**src/rtl/aes_pkg.sv**
```systemverilog
// Shared AES ShiftRows helpers: row offsets, byte positions, legal state widths.
package aes_pkg;

  // Offset applied to row r for a state of nb columns (Rijndael: 8 columns shift rows 2/3 by 3/4).
  function automatic int shift_off(input int nb, input int r);
    return (nb == 8 && r >= 2) ? r + 1 : r;
  endfunction

  // MSB bit index of byte s[r][c] in a column-major vector with byte 0 at the top.
  function automatic int byte_pos(input int r, input int c, input int nb);
    return 32 * nb - 1 - 8 * (4 * c + r);
  endfunction

  function automatic bit nb_legal(input int nb);
    return (nb == 4) || (nb == 6) || (nb == 8);
  endfunction

endpackage

```
**src/rtl/shiftrow_perm.sv**
```systemverilog
// Combinational ShiftRows byte permutation, forward or inverse (inverse built only with SHIFTROW_INV_EN).
// Zero latency, no state, no handshake.
module shiftrow_perm
  import aes_pkg::*;
#(
  parameter int NB = 4
) (
  input  logic [32*NB-1:0] data,
  input  logic             inv,
  output logic [32*NB-1:0] perm
);

  for (genvar r = 0; r < 4; r++) begin : g_row
    for (genvar c = 0; c < NB; c++) begin : g_col
      localparam int FWD = (c + shift_off(NB, r)) % NB;
`ifdef SHIFTROW_INV_EN
      localparam int INV = (c + NB - shift_off(NB, r)) % NB;
      assign perm[byte_pos(r, c, NB) -: 8] = inv ? data[byte_pos(r, INV, NB) -: 8]
                                                 : data[byte_pos(r, FWD, NB) -: 8];
`else
      assign perm[byte_pos(r, c, NB) -: 8] = data[byte_pos(r, FWD, NB) -: 8];
`endif
    end
  end

`ifndef SHIFTROW_INV_EN
  logic unused_inv;
  assign unused_inv = inv;
`endif

endmodule

```
**src/rtl/shiftrow_pipe.sv**
```systemverilog
// Registered ShiftRows stage with 2-entry output buffer; 1-cycle latency when empty (SHIFTROW_INV_EN enables inverse).
// Backpressure: in_ready = not full, from registered count only; blocks are never dropped.
module shiftrow_pipe
  import aes_pkg::*;
#(
  parameter int NB    = 4,
  parameter int TAG_W = 4
) (
  input  logic             clk,
  input  logic             rst,
  input  logic             in_valid,
  output logic             in_ready,
  input  logic [32*NB-1:0] in_data,
  input  logic             in_inv,
  input  logic [TAG_W-1:0] in_tag,
  output logic             out_valid,
  input  logic             out_ready,
  output logic [32*NB-1:0] out_data,
  output logic [TAG_W-1:0] out_tag
);

  if (!nb_legal(NB)) begin : g_bad_nb
    $error("shiftrow_pipe: NB must be 4, 6 or 8");
  end

  logic [32*NB-1:0] perm_data;
  logic [32*NB-1:0] mem_data [2];
  logic [TAG_W-1:0] mem_tag  [2];
  logic             wr_ptr;
  logic             rd_ptr;
  logic [1:0]       count;
  logic             push;
  logic             pop;

  shiftrow_perm #(.NB(NB)) u_perm (
    .data (in_data),
    .inv  (in_inv),
    .perm (perm_data)
  );

  assign in_ready  = (count != 2'd2);
  assign out_valid = (count != 2'd0);
  assign out_data  = mem_data[rd_ptr];
  assign out_tag   = mem_tag[rd_ptr];
  assign push      = in_valid && in_ready;
  assign pop       = out_valid && out_ready;

  always_ff @(posedge clk) begin
    if (rst) begin
      wr_ptr <= 1'b0;
      rd_ptr <= 1'b0;
      count  <= 2'd0;
      for (int i = 0; i < 2; i++) begin
        mem_data[i] <= '0;
        mem_tag[i]  <= '0;
      end
    end else begin
      if (push) begin
        mem_data[wr_ptr] <= perm_data;
        mem_tag[wr_ptr]  <= in_tag;
        wr_ptr           <= ~wr_ptr;
      end
      if (pop) begin
        rd_ptr <= ~rd_ptr;
      end
      case ({push, pop})
        2'b10:   count <= count + 2'd1;
        2'b01:   count <= count - 2'd1;
        default: count <= count;
      endcase
    end
  end

endmodule

```
**config.mk**
```make
export PLATFORM = sky130hd
export DESIGN_NAME = shiftrow_pipe
export DESIGN_NICKNAME = d
export VERILOG_FILES = /design/src/rtl/aes_pkg.sv /design/src/rtl/shiftrow_perm.sv /design/src/rtl/shiftrow_pipe.sv
export SDC_FILE = /design/constraint.sdc
export NUM_CORES = 1
export LEC_CHECK = 0
export ABC_AREA = 0
export CAP_MARGIN = 20
export CORE_ASPECT_RATIO = 1.5
export CORE_MARGIN = 5
export CORE_UTILIZATION = 35
export DETAILED_ROUTE_END_ITERATION = 16
export SYNTH_ARGS = -nofsm -noshare
export SYNTH_HDL_FRONTEND = slang
export SYNTH_SLANG_ARGS = --single-unit
```
**constraint.sdc**
```tcl
create_clock -name clk -period 7.8 [get_ports clk]
set_input_delay 1.56 -clock clk [delete_from_list [all_inputs] [get_ports clk]]
set_output_delay 1.56 -clock clk [all_outputs]
set_load 0.05 [all_outputs]
```
==> results of run 1 <==
-- worst max path at each step --
stage | startpoint | endpoint | slack [ns] | cells past startpoint
final | flop | out_data[113] | 3.14 | 3
after global routing | flop | out_data[114] | 2.97 | 3
after CTS | flop | out_data[116] | 3.05 | 3
after detailed placement | in_valid | mem_data[0][111] | 3.34 | 5
after global placement | in_valid | mem_data[0][7] | 3.37 | 5
after floorplan | rst | mem_data[0][0] | 2.06 | 3
-- worst register-to-register path, stage by stage, from the launching register on --
cell and delay (ns):
dfxtp_1 0.35, nand2b_2 0.25, nand3b_1 0.17, buf_4 0.68, buf_4 0.93, nor2_1 0.24
-- layer usage --
metal	global-route usage [%]	up-vias	wire [microns]
met1	16.92	3646	11230
met4	4.501	6	701
met5	0	-	34
met2	27.41	187	15460
met3	3.985	39	1793
li1	-	3515	-
-- cell usage in the layout (no fill, tap or decap), types with 2 or more instances in the layout --
| cell type | count |
|---|---|
| bufinv_16 | 3 |
| nor2_2 | 46 |
| nor2_1 | 221 |
| edfxtp_1 | 264 |
| nand2b_4 | 2 |
| buf_4 | 10 |
| clkinvlp_4 | 2 |
| a21oi_1 | 2 |
| mux2_2 | 132 |
| clkinv_1 | 7 |
| clkdlybuf4s50_1 | 268 |
| nand2b_1 | 132 |
| xnor2_1 | 2 |
| dfxtp_1 | 4 |
| clkbuf_16 | 29 |
| clkinv_2 | 5 |
| clkbuf_1 | 5 |
-- synth_stat cells, types with 2 or more instances --
library cell    n  area, sq um
clkbuf_1       22        82.58
mux2_2        132         1486
nand2b_1      134        838.3
nor2_2         46        287.8
xnor2_1         2        17.52
edfxtp_1      264         7928
buf_2          22        110.1
a21oi_1         2        10.01
nor2_1        221        829.6
buf_6          15        168.9
dfxtp_1         5        100.1
-- where the power goes --
part	switching (mW)	internal, mW	total, mW
combinational	1.40	0.760	2.16
sequential	0.0749	1.84	1.92
clock	0.547	0.774	1.32
total	2.03	3.38	5.40
-- state kept, by name (all words and copies together), names as in the netlist, named ones only --
name	flops
rd_ptr	1
mem_tag	8
count	2
wr_ptr	1
mem_data	256
-- cell type report --
| type | instances | area (sq um) | area share, % |
|---|---|---|---|
| multi-input cells | 548 | 3578 | 22.62 |
| well taps | 425 | 531.8 | 3.361 |
| clock inverters | 17 | 156.4 | 0.9885 |
| clock buffers | 34 | 744.5 | 4.705 |
| diodes | 1 | 2.502 | 0.01582 |
| repair buffers | 279 | 2778 | 17.55 |
| flip-flops and latches | 269 | 8031 | 50.76 |
-- cell families (layout without fill, tap and decap cells) --
logic type | after synthesis | after routing | synth area share (%)
compound gates | 5 | 5 | 0.2723
xor+xnor | 3 | 3 | 0.2200
fa+ha+maj | 1 | 1 | 0.1047
buf+inv | 59 | 330 | 3.027
flops | 269 | 269 | 67.20
mux | 132 | 132 | 12.44
other cells | 0 | 1 | 0
simple gates | 407 | 407 | 16.73
==> impl_metrics.env, run 1 <==
export IMPL_placed_area_sq_mm=0.01492
export IMPL_min_delay_path_depth=2
export IMPL_rsz0062_at_grt="false"
export IMPL_core_area_sq_mm=0.03396
export IMPL_grt_pass1_vias=7880
export IMPL_cts_buffers=28
export IMPL_fin_skew_ns=0.009256
export IMPL_worst_setup_path_start_kind="flop"
export IMPL_synth_async_sr_flop_share_pct=0
export IMPL_postCtsHoldBufs=0
export IMPL_holdCritStartpoint="rd_ptr"
export IMPL_drv_cap=0
export IMPL_cts_resized=0
export IMPL_worst_pin_slew_ns=1.110
export IMPL_drc=0
export IMPL_dpl_hpwl_mm=17.57
export IMPL_drive_above_1_share_pct=20.49
export IMPL_max_freq_mhz=214.7
export IMPL_drtPass1Iterations=4
export IMPL_cp_end_kind="output port"
export IMPL_pwr_density_cell_mw_per_mm2=341.5
export IMPL_cts_tree="done"
export IMPL_synth_cells=876
export IMPL_die_x_microns=160.8
export IMPL_via_count=7393
export IMPL_crit_required_ns=6.24
export IMPL_place_ws_ns=3.342
export IMPL_postSynthAreaPerCell_sq_um=13.64
export IMPL_holdPathEnd="rd_ptr"
export IMPL_worst_path_buf_inv=2
export IMPL_crit_slowest_cell="clkdlybuf4s50_1"
export IMPL_num_fill_cells=3110
export IMPL_die_area_sq_mm=0.03800
export IMPL_worst_r2r_cell_count=5
export IMPL_r2r_end="mem_data[0][76]"
export IMPL_hold_path_class="reg -> reg"
export IMPL_grt_pass1_wl_mm=44.74
export IMPL_rows=83
export IMPL_period_minus_slack_ns=4.657
export IMPL_critPathTopFamily="buffers and inverters"
export IMPL_ioPinCount=271
export IMPL_place_congestion=0.7145
export IMPL_synth_nets=1014
export IMPL_grt_ovfl_total=0
export IMPL_status="complete, no violations"
export IMPL_ant_nets=0
export IMPL_first_iter_violations=367
export IMPL_cp_slowest_stage_delay_ns=0.74
export IMPL_worst_path_max_fanout=52
export IMPL_post_route_period_util_pct=59.70
export IMPL_track_usage_pct=14.95
export IMPL_portBuffers=269
export IMPL_path_clk_slew_ns=0.06
export IMPL_wl_per_cell_microns=18.58
export IMPL_clockRootBuffer="clkbuf_16"
export IMPL_cts_setup_buffers=0
export IMPL_drv_slew=0
export IMPL_fin_nets=1264
export IMPL_yosysSeqAreaShare_pct=67.20
export IMPL_clk_latency_ns=0.54
export IMPL_drt_wl_total_mm=29.22
export IMPL_htree_num_levels=1
export IMPL_synth_area_sq_mm=0.01195
export IMPL_finalSetupTns_ns=0
export IMPL_arrival_ns=3.10
export IMPL_cts_num_sinks=269
export IMPL_die_h_microns=236.3
export IMPL_initial_utilization_pct=35.18
export IMPL_setup_viol=0
export IMPL_final_cells=1573
export IMPL_synth_edff_count=264
export IMPL_ys_types=22
export IMPL_ys_ff_latch=269
export IMPL_post_route_util_pct=46.59
export IMPL_crit_type="reg -> out"
export IMPL_yosys_warnings=0
export IMPL_hold_viol=0
export IMPL_areaGrowthSynthToFinish_pct=32.46
export IMPL_p_total_mw=5.403
export IMPL_r2r_slack_ns=4.89
export IMPL_final_area_sq_mm=0.01582
export IMPL_max_vdd_ir_drop_mv=0.1652
export IMPL_power_leakage_nw=5.687
export IMPL_reg2reg_from="count[0]"
export IMPL_fin_ws_ns=3.143
export IMPL_grt_max_degree=88
export IMPL_via_per_inst=4.700
export IMPL_whs_ns=0.5109
export IMPL_clockBufferDepth=3
export IMPL_antenna_found_initial=4
export IMPL_placed_cells=1521
export IMPL_synthFlopType="edfxtp_1"
export IMPL_crit_chain="buf_4 -> mux2_2 -> clkdlybuf4s50_1"
export IMPL_max_slew_margin_pct=25.97
Note: power is estimated with default switching activity, not from simulation.
==> inputs of run 2 (changes only) <==
Clock period 7.8 ns to 3.8 ns, I/O delays scaled along.
==> run 2 against run 1 <==
Against the previous run: non-clock buffer count increased by 5; sequential share of layout area decreased by 0.15 points; combinational power increased by 110%; flip-flop and latch count unchanged; global-route usage decreased by 0.23 points; register-to-register slack got worse by 3.1 ns; die area unchanged; total power increased by 100%; critical path depth unchanged; utilization increased by 0.14 points.
==> impl_metrics.env, run 2 (same netlist as run 1, synthesis figures left out) <==
export IMPL_drive_above_1_share_pct=20.37
export IMPL_clockRootBuffer="clkbuf_16"
export IMPL_wl_met3_mm=1.797
export IMPL_areaGrowthSynthToFinish_pct=32.85
export IMPL_die_h_microns=236.3
export IMPL_drv_slew=0
export IMPL_setup_viol=0
export IMPL_hold_viol=0
export IMPL_top_register="mem_data"
export IMPL_layout_common_cells="clkdlybuf4s50_1, edfxtp_1, nor2_1, mux2_2, nand2b_1"
export IMPL_rsz0062_at_grt="false"
export IMPL_power_internal_mw=6.706
export IMPL_ant_nets=0
export IMPL_max_freq_mhz=298.5
export IMPL_drtPass1Iterations=4
export IMPL_path_clk_slew_ns=0.06
export IMPL_crit_chain="buf_12 -> mux2_2 -> clkdlybuf4s50_1"
export IMPL_dpl_hpwl_mm=17.62
export IMPL_p_seq_share_pct=36.2
export IMPL_grt_ovfl_total=0
export IMPL_grt_pass1_wl_mm=43.87
export IMPL_placed_area_sq_mm=0.01511
export IMPL_status="complete, no violations"
export IMPL_antenna_found_initial=3
export IMPL_fin_skew_ns=0.01338
export IMPL_cts_setup_buffers=0
export IMPL_met2_length_mm=15.52
export IMPL_final_area_sq_mm=0.01587
export IMPL_cp_slowest_stage_delay_ns=0.72
export IMPL_max_vdd_ir_drop_mv=0.4330
export IMPL_p_total_mw=10.84
export IMPL_wl_per_cell_microns=18.51
export IMPL_htree_num_levels=1
export IMPL_initial_utilization_pct=35.18
export IMPL_critPathTopFamily="buffers and inverters"
export IMPL_worst_path_buf_inv=2
export IMPL_die_x_microns=160.8
export IMPL_place_congestion=0.6969
export IMPL_mostFrequentLayoutCell="clkdlybuf4s50_1"
export IMPL_pwr_density_cell_mw_per_mm2=683.0
export IMPL_cts_buffers=27
export IMPL_num_fill_cells=3055
export IMPL_top_regs="mem_data (256), mem_tag (8), count (2)"
export IMPL_core_area_sq_mm=0.03396
export IMPL_post_route_util_pct=46.73
export IMPL_worst_setup_path_start_kind="flop"
export IMPL_ioPinCount=271
export IMPL_worst_path_max_fanout=47
export IMPL_portBuffers=269
export IMPL_via_count=7410
export IMPL_track_usage_pct=14.71
export IMPL_worst_pin_slew_ns=0.9769
export IMPL_rows=83
export IMPL_cts_resized=0
export IMPL_drc=0
export IMPL_combPwrFrac_pct=42.0
export IMPL_cts_tree="done"
export IMPL_arrival_ns=2.59
export IMPL_power_leakage_nw=5.709
export IMPL_post_route_period_util_pct=88.16
export IMPL_via_per_inst=4.708
export IMPL_cts_num_sinks=269
export IMPL_max_slew_margin_pct=34.87
export IMPL_crit_type="reg -> out"
export IMPL_hold_path_class="reg -> reg"
export IMPL_period_minus_slack_ns=3.350
export IMPL_switching_power_mw=4.133
export IMPL_clk_latency_ns=0.53
export IMPL_first_iter_violations=284
export IMPL_fin_nets=1268
export IMPL_cp_end_kind="output port"
export IMPL_drt_wl_total_mm=29.14
export IMPL_switching_share_pct=38.13
export IMPL_crit_required_ns=3.04
export IMPL_die_area_sq_mm=0.03800
export IMPL_met1_length_mm=11.12
export IMPL_finalSetupTns_ns=0
export IMPL_grt_max_degree=134
export IMPL_clockBufferDepth=3
export IMPL_clkPwrFrac_pct=21.9
export IMPL_drv_cap=0
export IMPL_routed_top_layer="met5"
export IMPL_postCtsHoldBufs=0
export IMPL_largest_register_ffs=256
export IMPL_n_antenna_cell=0
export IMPL_grt_pass1_vias=7621
export IMPL_crit_slowest_cell="clkdlybuf4s50_1"
run 2: stage by stage:
step	setup slack (ns)	cells	hold WS, ns
after CTS	0.3555	1574	0.5252
after detailed placement	0.9508	1526	0.5077
after global routing	0.3399	1574	0.5505
after global placement	0.9625	1526	0.4918
final	0.4500	1574	0.5146
after floorplan	0.4105	876	0.4809
run 2: worst reg2reg max path: cells and delay by family (launching register included):
| kind | cells | cell delay [ns] |
|---|---|---|
| AND/OR/NAND/NOR | 3 | 0.93 |
| flip-flops | 1 | 0.36 |
| buffers and inverters | 1 | 0.48 |
run 2: worst paths after layout:
kind,from,to,slack [ns],cells after the start
worst max-delay path,flop,out_data[29],0.45,3
worst min-delay path,rd_ptr,rd_ptr,0.51,2
worst max register to register,count[0],mem_data[0][50],1.75,4
worst min register to register,rd_ptr,rd_ptr,0.51,2
run 2: metal layers:
layer  GRT usage (%)  vias up
li1                -     3532
met1           16.88     3642
met2           26.95      186
met3           3.671       44
met4           4.346        6
met5               0        -
run 2: layout make-up:
cell class              instances  area [sq um]  area share [%]
repair buffers                284          2965           18.69
clock buffers                  32         694.4           4.376
multi-input cells             548          3578           22.55
well taps                     425         531.8           3.351
flip-flops and latches        269          8031           50.61
clock inverters                16         67.56          0.4258
run 2: power groups by stage:
stage | Clock [mW] | Sequential (mW) | Combinational (mW)
floorplan | 0 | 3.93 | 3.14
global placement | 0 | 3.97 | 4.62
detailed placement | 0 | 3.99 | 4.62
CTS | 2.44 | 3.93 | 4.63
global route | 2.56 | 3.96 | 4.75
finish | 2.37 | 3.92 | 4.55
==> inputs of run 3 (changes only) <==
Settings changed: CTS_CLUSTER_DIAMETER set to 80.
Clock period 3.8 ns to 2.85 ns, I/O delays scaled along.
==> run 3 against run 2 <==
Against the previous run: total power up 33%; design area is 1.3% lower; clock-buffer cell count rose by 6; sequential power grew 32%; worst hold slack lost 0.00073 ns; via count up 0.23%; non-clock buffer count is 1 higher; utilization decreased by 0.59 points; flip-flop and latch count unchanged; critical endpoint is now out_data[103].
==> impl_metrics.env, run 3 (same netlist as run 1, synthesis figures left out) <==
export IMPL_final_cells=1580
export IMPL_worst_r2r_cell_count=4
export IMPL_fin_skew_ns=0.009138
export IMPL_drt_wl_total_mm=28.95
export IMPL_cts_resized=20
export IMPL_crit_chain="buf_12 -> mux2_2 -> clkdlybuf4s50_1"
export IMPL_areaGrowthSynthToFinish_pct=31.18
export IMPL_cts_tree="done"
export IMPL_drtPass1Iterations=4
export IMPL_mostFrequentLayoutCell="edfxtp_1"
export IMPL_setup_viol=0
export IMPL_post_route_period_util_pct=97.47
export IMPL_rows=83
export IMPL_fin_ws_ns=0.07219
export IMPL_die_h_microns=236.3
export IMPL_grt_pass1_wl_mm=44.06
export IMPL_drv_slew=0
export IMPL_worst_setup_path_start_kind="flop"
export IMPL_num_fill_cells=3072
export IMPL_dpl_hpwl_mm=17.37
export IMPL_postCtsHoldBufs=0
export IMPL_crit_type="reg -> out"
export IMPL_pwr_density_cell_mw_per_mm2=922.0
export IMPL_period_minus_slack_ns=2.778
export IMPL_drive_above_1_share_pct=28.53
export IMPL_hold_path_class="reg -> reg"
export IMPL_drc=0
export IMPL_top_register="mem_data"
export IMPL_ioPinCount=271
export IMPL_place_congestion=0.7188
export IMPL_status="complete, no violations"
export IMPL_crit_required_ns=2.28
export IMPL_die_x_microns=160.8
export IMPL_via_per_inst=4.701
export IMPL_placed_cells=1527
export IMPL_wl_per_cell_microns=18.32
export IMPL_cts_setup_buffers=0
export IMPL_worst_path_max_fanout=29
export IMPL_fin_nets=1270
export IMPL_first_iter_violations=297
export IMPL_core_area_sq_mm=0.03396
export IMPL_layout_common_cells="edfxtp_1, nor2_1, clkdlybuf4s50_1, mux2_2, nand2b_1"
export IMPL_ant_nets=0
export IMPL_die_area_sq_mm=0.03800
export IMPL_r2r_slack_ns=0.77
export IMPL_track_usage_pct=14.71
export IMPL_via_count=7427
export IMPL_crit_slowest_cell="clkdlybuf4s50_1"
export IMPL_r2r_end="mem_tag[0][2]"
export IMPL_hold_viol=0
export IMPL_drv_cap=0
export IMPL_max_slew_margin_pct=26.40
export IMPL_htree_num_levels=1
export IMPL_max_freq_mhz=360.0
export IMPL_cts_buffers=28
export IMPL_power_leakage_nw=5.921
export IMPL_cp_slowest_stage_delay_ns=0.72
export IMPL_initial_utilization_pct=35.18
export IMPL_cp_end_kind="output port"
export IMPL_grt_max_degree=134
export IMPL_clockRootBuffer="clkbuf_16"
export IMPL_top_regs="mem_data (256), mem_tag (8), count (2)"
export IMPL_holdCritStartpoint="rd_ptr"
export IMPL_rsz0062_at_grt="false"
export IMPL_portBuffers=269
export IMPL_min_delay_path_depth=2
export IMPL_worst_pin_slew_ns=1.104
export IMPL_place_ws_ns=0.3741
export IMPL_post_route_util_pct=46.14
export IMPL_grt_ovfl_total=0
export IMPL_grt_pass1_vias=7663
export IMPL_largest_register_ffs=256
export IMPL_clockBufferDepth=3
export IMPL_cts_num_sinks=269
export IMPL_reg2reg_from="count[0]"
export IMPL_path_clk_slew_ns=0.06
export IMPL_max_vdd_ir_drop_mv=0.5593
export IMPL_clk_latency_ns=0.54
export IMPL_antenna_found_initial=2
export IMPL_arrival_ns=2.21
run 3: cell types whose count changed in the layout (fill, tap and decap cells not counted), sizes merged:
cell / change
buf: +90
clkbuf: +6
clkdlybuf4s50: -108
clkinv: -5
clkinvlp: +1
diode: +2
dlygate4sd2: +18
dlymetal6s2s: +1
inv: +1
run 3: how the worst max path moves through the flow:
stage,start,slack [ns],cells past startpoint,end
4_1_cts,flop,0.01,3,out_data[112]
6_report,flop,0.07,3,out_data[103]
2_1_floorplan,rst,-0.35,3,mem_data[0][0]
5_1_grt,flop,0.001,3,out_data[106]
3_5_place_dp,in_valid,0.37,4,mem_data[0][117]
3_3_place_gp,in_valid,0.43,4,mem_data[0][92]
run 3: area by class of cell:
type | instances | area [sq um] | area share, %
multi-input cells | 548 | 3578 | 22.84
diodes | 2 | 5.005 | 0.03194
clock buffers | 38 | 759.5 | 4.847
repair buffers | 285 | 2691 | 17.18
flip-flops and latches | 269 | 8031 | 51.25
well taps | 425 | 531.8 | 3.393
clock inverters | 13 | 72.57 | 0.4631
run 3: metrics by stage:
step / hold WS, ns / total power, mW / TNS [ns] / cell area (sq um)
2_1_floorplan: 0.4809 / 9.436 / -92.26 / 11950
3_3_place_gp: 0.4993 / 11.27 / 0 / 14840
3_5_place_dp: 0.5032 / 11.30 / 0 / 14840
4_1_cts: 0.5188 / 14.67 / 0 / 15660
5_1_grt: 0.5322 / 15.03 / 0 / 15670
6_report: 0.5138 / 14.45 / 0 / 15670
run 3: per-layer routing:
layer	global-route usage, %	vias to the layer above	routed length, microns
met5	0	-	13
met4	4.061	2	626
met3	3.461	41	1708
met2	27.07	183	15400
met1	17.01	3657	11200
li1	-	3544	-
run 3: critical path: cells and delay by family, from the launching register on:
| family | cells | cell delay, ns |
|---|---|---|
| flops | 1 | 0.35 |
| buf+inv | 2 | 0.92 |
| mux | 1 | 0.37 |
run 3: report_power, final:
group          switching (mW)  total (mW)  leakage, nW  internal, mW
clock network            1.50        3.37        0.408          1.87
registers               0.138        5.17         2.85          5.04
logic                    3.95        5.91         2.66          1.96
total                    5.58        14.4         5.92          8.86
